**config.mk**
```make
export PLATFORM = sky130hd
export DESIGN_NAME = uart_tx_arbiter
export DESIGN_NICKNAME = d
export VERILOG_FILES = /design/src/rtl/uart_tx_arbiter.sv
export SDC_FILE = /design/constraint.sdc
export NUM_CORES = 1
export LEC_CHECK = 0
export CAP_MARGIN = 20
export CORE_ASPECT_RATIO = 1.75
export CORE_UTILIZATION = 30
export DETAILED_ROUTE_END_ITERATION = 10
export SLEW_MARGIN = 30
export SYNTH_ARGS = -nofsm -noshare
export SYNTH_HDL_FRONTEND = slang
export SYNTH_SLANG_ARGS = --single-unit
```
**constraint.sdc**
```tcl
create_clock -name clk -period 2.8 [get_ports clk]
set_input_delay 0.84 -clock clk [delete_from_list [all_inputs] [get_ports clk]]
set_output_delay 0.84 -clock clk [all_outputs]
set_load 0.02 [all_outputs]
```
**src/rtl/uart_tx_arbiter.sv**
```systemverilog
// Round-robin sharing of one UART transmitter between several byte-stream sources.
// A granted source keeps the transmitter for its whole message; stalled sources are aborted.
module uart_tx_arbiter #(
    parameter int unsigned DATA_WIDTH     = 8,
    parameter int unsigned NUM_REQ        = 3,
    parameter int unsigned GAP_CYCLES     = 16,
    parameter int unsigned TIMEOUT_CYCLES = 1024
) (
    input  logic                          clk,
    input  logic                          reset,
    input  logic                          ena,
    input  logic [NUM_REQ-1:0]            req_valid,
    input  logic [NUM_REQ*DATA_WIDTH-1:0] req_data,
    input  logic [NUM_REQ-1:0]            req_last,
    output logic [NUM_REQ-1:0]            req_ready,
    output logic [DATA_WIDTH-1:0]         tx_data,
    output logic                          tx_start,
    input  logic                          tx_busy,
    output logic [NUM_REQ-1:0]            grant,
    output logic                          active,
    output logic                          abort
);

    localparam int unsigned PTR_W   = (NUM_REQ > 1) ? $clog2(NUM_REQ) : 1;
    localparam int unsigned STALL_W = $clog2(TIMEOUT_CYCLES + 1);
    localparam int unsigned GAP_W   = $clog2(GAP_CYCLES + 1);

    typedef enum logic [1:0] {IDLE, XFER, DRAIN, GAP} state_t;

    state_t                  state_q, state_d;
    logic [NUM_REQ-1:0]      grant_q, grant_d;
    logic [PTR_W-1:0]        ptr_q, ptr_d;
    logic [DATA_WIDTH-1:0]   data_q, data_d;
    logic                    start_q, start_d;
    logic                    abort_q, abort_d;
    logic                    last_q, last_d;
    logic                    guard_q, guard_d;
    logic [STALL_W-1:0]      stall_q, stall_d;
    logic [GAP_W-1:0]        gap_q, gap_d;

    logic                    win_found;
    logic [PTR_W-1:0]        win_idx;
    logic [31:0]             arb_idx;
    logic [PTR_W-1:0]        arb_cand;
    logic [DATA_WIDTH-1:0]   owner_data;

    // First valid requester strictly after the previous owner, wrapping around.
    always_comb begin
        win_found = 1'b0;
        win_idx   = ptr_q;
        arb_idx   = '0;
        arb_cand  = '0;
        for (int unsigned i = 1; i <= NUM_REQ; i++) begin
            arb_idx = 32'(ptr_q) + i;
            if (arb_idx >= NUM_REQ) arb_idx = arb_idx - NUM_REQ;
            arb_cand = PTR_W'(arb_idx);
            if (!win_found && req_valid[arb_cand]) begin
                win_found = 1'b1;
                win_idx   = arb_cand;
            end
        end
    end

    always_comb begin
        owner_data = '0;
        for (int unsigned i = 0; i < NUM_REQ; i++) begin
            if (ptr_q == PTR_W'(i)) owner_data = req_data[i*DATA_WIDTH +: DATA_WIDTH];
        end
    end

    always_comb begin
        state_d = state_q;
        grant_d = grant_q;
        ptr_d   = ptr_q;
        data_d  = data_q;
        start_d = 1'b0;
        abort_d = 1'b0;
        last_d  = last_q;
        guard_d = guard_q;
        stall_d = stall_q;
        gap_d   = gap_q;
        if (ena) begin
            unique case (state_q)
                IDLE: begin
                    if (win_found) begin
                        grant_d          = '0;
                        grant_d[win_idx] = 1'b1;
                        ptr_d            = win_idx;
                        stall_d          = '0;
                        state_d          = XFER;
                    end
                end
                XFER: begin
                    if (req_valid[ptr_q]) begin
                        data_d  = owner_data;
                        start_d = 1'b1;
                        last_d  = req_last[ptr_q];
                        stall_d = '0;
                        guard_d = 1'b1;
                        state_d = DRAIN;
                    end else if (stall_q == STALL_W'(TIMEOUT_CYCLES - 1)) begin
                        abort_d = 1'b1;
                        grant_d = '0;
                        stall_d = STALL_W'(TIMEOUT_CYCLES);
                        gap_d   = '0;
                        state_d = GAP;
                    end else begin
                        stall_d = stall_q + 1'b1;
                    end
                end
                DRAIN: begin
                    // The UART may raise busy one cycle late, so the first DRAIN cycle ignores it.
                    if (guard_q) begin
                        guard_d = 1'b0;
                    end else if (!tx_busy) begin
                        if (last_q) begin
                            grant_d = '0;
                            gap_d   = '0;
                            state_d = GAP;
                        end else begin
                            stall_d = '0;
                            state_d = XFER;
                        end
                    end
                end
                GAP: begin
                    if (gap_q == GAP_W'(GAP_CYCLES - 1)) state_d = IDLE;
                    else gap_d = gap_q + 1'b1;
                end
                default: state_d = IDLE;
            endcase
        end
    end

    always_ff @(posedge clk) begin
        if (reset) begin
            state_q <= IDLE;
            grant_q <= '0;
            ptr_q   <= PTR_W'(NUM_REQ - 1);
            data_q  <= '0;
            start_q <= 1'b0;
            abort_q <= 1'b0;
            last_q  <= 1'b0;
            guard_q <= 1'b0;
            stall_q <= '0;
            gap_q   <= '0;
        end else begin
            state_q <= state_d;
            grant_q <= grant_d;
            ptr_q   <= ptr_d;
            data_q  <= data_d;
            start_q <= start_d;
            abort_q <= abort_d;
            last_q  <= last_d;
            guard_q <= guard_d;
            stall_q <= stall_d;
            gap_q   <= gap_d;
        end
    end

    assign req_ready = grant_q & {NUM_REQ{ena && (state_q == XFER)}};
    assign tx_data   = data_q;
    assign tx_start  = start_q;
    assign grant     = grant_q;
    assign abort     = abort_q;
    assign active    = (state_q == XFER) || (state_q == DRAIN);

endmodule

```
==> results.py <==
metrics = {
    "status": {
        "outcome": "finished clean",
    },
    "power": {
        "comb_power_share_pct": 41.4,
        "ir_drop_mv": 0.233,
        "leakage_uw": 0.00118,
        "clock_power_share_pct": 29.9,
        "power-per-cell-area_nw_per_um2": 626,
        "p_seq_share_pct": 28.8,
        "intPower_uw": 1270,
        "swShare_pct": 34.9,
        "p_switching_uw": 683,
    },
    "clock_tree": {
        "clock_sinks": 35,
        "clockBufferDepth": 2,
        "cts_root_buf": "clkbuf_16",
        "post_cts_buffers": 0,
        "cts_buffers": 5,
        "htree_levels": 2,
        "cts_tree": "done",
        "cts.clk_slew.worst_paths_ns": 0.05,
        "cts_hold_buf": 0,
        "clock_latency_ns": 0.28,
    },
    "placed_design": {
        "io_buffers": 50,
        "dpl.hpwl_mm": 5.09,
        "gp_congestion": 0.858,
        "placedInstanceArea_um2": 2960,
        "pre_cts_slack_ns": -0.380,
    },
    "synth": {
        "synth_cells": 272,
        "synth_nets": 316,
        "synth_edf_count": 0,
        "synth_area_um2": 2230,
        "ys.flop_type": "dfxtp_1",
        "yosysTopAreaCell": "dfxtp_1",
        "synthTopCellsByArea": "dfxtp_1 31%, mux2i_1 5.8%, ha_1 5.6%, o21ai_0 4.9%, nand2_1 4.0%",
        "avgSynthCellArea_um2": 8.19,
        "yosysSeqAreaShare_pct": 31.4,
        "yosysWarnings": 0,
        "ys_async_sr_fraction_pct": 0,
        "synth_top_area_share_pct": 31.4,
        "ys_seq_elements": 35,
        "netlist-cell-type-count": 52,
    },
    "sta": {
        "layout_setup_ws_ns": 0.114,
        "setup_viol": 0,
        "final.period_utilization_pct": 95.9,
        "slew_headroom_pct": 57.7,
        "rsz0062_at_grt": "false",
        "hold_viol": 0,
        "period_needed_ns": 2.69,
        "max_freq_mhz": 372,
        "drv_slew": 0,
        "clock_skew_ns": 0.00329,
        "worst_slew_pin_slew_ns": 0.633,
    },
    "setup_path": {
        "slowest_stage": "clkdlybuf4s50_1",
        "crit_fanout": 4,
        "r2r-end": "stall_q[10]$_SDFFE_PP0P_",
        "start_kind": "input port",
        "rr_startpoint": "ptr_q[0]$_SDFFE_PP0P_",
        "cp_data_arrival_time_ns": 1.85,
        "crit_type": "in -> out",
        "reg2reg_depth": 7,
        "crit_chain": "clkdlybuf4s50_1, and3_1, dlygate4sd2_1",
        "required_ns": 1.96,
        "critPathMaxStageDelay_ns": 0.51,
        "rrSetupSlack_ns": 0.33,
        "cp-end-kind": "primary output",
    },
    "global_routing": {
        "antenna_found_initial": 0,
        "grt_pass1_wl_mm": 10.7,
        "grt_max_degree": 19,
        "track_usage_pct": 18.2,
        "grt_pass1_vias": 2285,
        "overflow": 0,
    },
    "worst_hold_path": {
        "holdPathEnd": "gap_q[4]$_SDFFE_PP0P_",
        "hold_class": "reg -> reg",
        "hold_path_depth": 2,
        "min_from": "gap_q[4]$_SDFFE_PP0P_",
    },
    "flow_run": {
        "drv_cap": 0,
    },
    "drt": {
        "vias": 2314,
        "viasPerCell": 5.43,
        "routed_wl_mm": 6.52,
        "ant_nets": 0,
        "drt_first_pass_iters": 4,
        "drt_iter0_markers": 97,
        "wire_per_inst_um": 15.3,
        "drc": 0,
    },
    "layout": {
        "layout-drive-gt1-share_pct": 12.1,
        "synthToLayoutAreaGrowth_pct": 40.0,
        "fin_area_um2": 3120,
        "diodes": 0,
        "final_nets": 383,
        "nFillCells": 724,
    },
    "floorplan": {
        "num_io_pins": 51,
        "core_um2": 7180,
        "start_util_pct": 31.0,
        "die-height_um": 116,
        "rows": 41,
        "fp.dieW_um": 67.2,
        "die_area_um2": 7790,
    },
}
==> power groups by stage <==
stage,registers [µW],logic (µW),clock network [µW]
finish,563,808,583
CTS,561,807,598
detailed placement,572,795,0
global placement,571,788,0
global route,565,888,618
floorplan,584,466,0
==> state kept, by name (all words and copies together), names as in the netlist <==
name / flops
stall_q: 11
tx_data: 8
gap_q: 5
grant: 3
ptr_q: 2
state_q: 2
abort: 1
guard_q: 1
last_q: 1
tx_start: 1
==> cells in the mapped netlist (all sizes together), types with 3 or more instances <==
library cell	number
ha	10
o21a	4
nor2b	3
o311ai	6
nand2b	4
nor3	9
o31ai	3
inv	13
o211ai	6
a21oi	7
clkbuf	10
and3	5
nor4	4
nor2	22
o21ai	22
o32ai	3
nand3	10
buf	4
or3	3
a22oi	11
o41ai	5
mux2i	13
dfxtp	35
or4	4
nand2	24
a211oi	4
==> how the worst max path moves through the flow <==
stage                                     start                  endpoint  slack (ns)  cells after the start
after floorplan           ptr_q[0]$_SDFFE_PP0P_     grant[0]$_SDFFE_PP0P_        0.40                     10
after global placement             req_valid[1]  stall_q[10]$_SDFFE_PP0P_       -0.29                      6
after detailed placement           req_valid[1]  stall_q[10]$_SDFFE_PP0P_       -0.38                      6
after CTS                                   ena              req_ready[0]        0.10                      3
after global routing               req_valid[0]     grant[1]$_SDFFE_PP0P_      0.0006                      8
final                                       ena              req_ready[0]        0.11                      3
==> layer usage <==
metal	vias to the layer above	routed length, µm	track usage (%)
met5	-	0	0
met4	0	227	10.6
met3	17	206	3.25
met2	65	3520	32.5
met1	1055	2570	19.2
li1	1177	-	-
==> critical path, delay by kind of cell <==
kind          cells  cell delay (ns)
buf+inv           2             0.84
simple gates      1             0.17
==> placed cells by master (no fill, tap or decap), drive strengths merged, types with 7 or more instances in the layout <==
cell type / synthesis / routed
clkdlybuf4s50: 0 / 47
dfxtp: 35 / 35
nand2: 24 / 24
buf: 4 / 24
nor2: 22 / 22
o21ai: 22 / 22
inv: 13 / 13
mux2i: 13 / 13
a22oi: 11 / 11
ha: 10 / 10
nand3: 10 / 10
nor3: 9 / 9
clkbuf: 10 / 8
a21oi: 7 / 7
==> through the flow <==
step           utilization [%]  hold WS (ns)  cells  power, µW  setup TNS (ns)
4_1_cts                   43.4         0.481    426       1970               0
6_report                  43.4         0.478    426       1950               0
3_3_place_gp              41.2         0.464    418       1360           -2.85
5_1_grt                   43.4         0.511    426       2070               0
2_1_floorplan                -         0.441    272       1050               0
3_5_place_dp              41.2         0.474    418       1370           -3.89
==> cell type report <==
| class | instances | area [µm²] | area share (%) |
|---|---|---|---|
| inverter | 13 | 48.8 | 1.56 |
| tap | 86 | 108 | 3.45 |
| clock buffer | 8 | 156 | 5.01 |
| sequential | 35 | 701 | 22.5 |
| multi-input combinational | 210 | 1430 | 45.8 |
| timing repair buffer | 74 | 677 | 21.7 |
==> repair_timing <==
| action | CTS | global route |
|---|---|---|
| setup endpoints to repair | 6 | 0 |
| hold endpoints to repair | 0 | 0 |
| gates resized for setup | 4 | 0 |
==> logic make-up after synthesis <==
logic type,synth area share (%)
AO/OA/AOI/OAI,29.8
multiplexers,6.34
AND/OR/NAND/NOR,22.0
flip-flops,31.4
buffers and inverters,4.77
adder cells (fa/ha/maj),5.61
(Power assumes the default switching activity.)
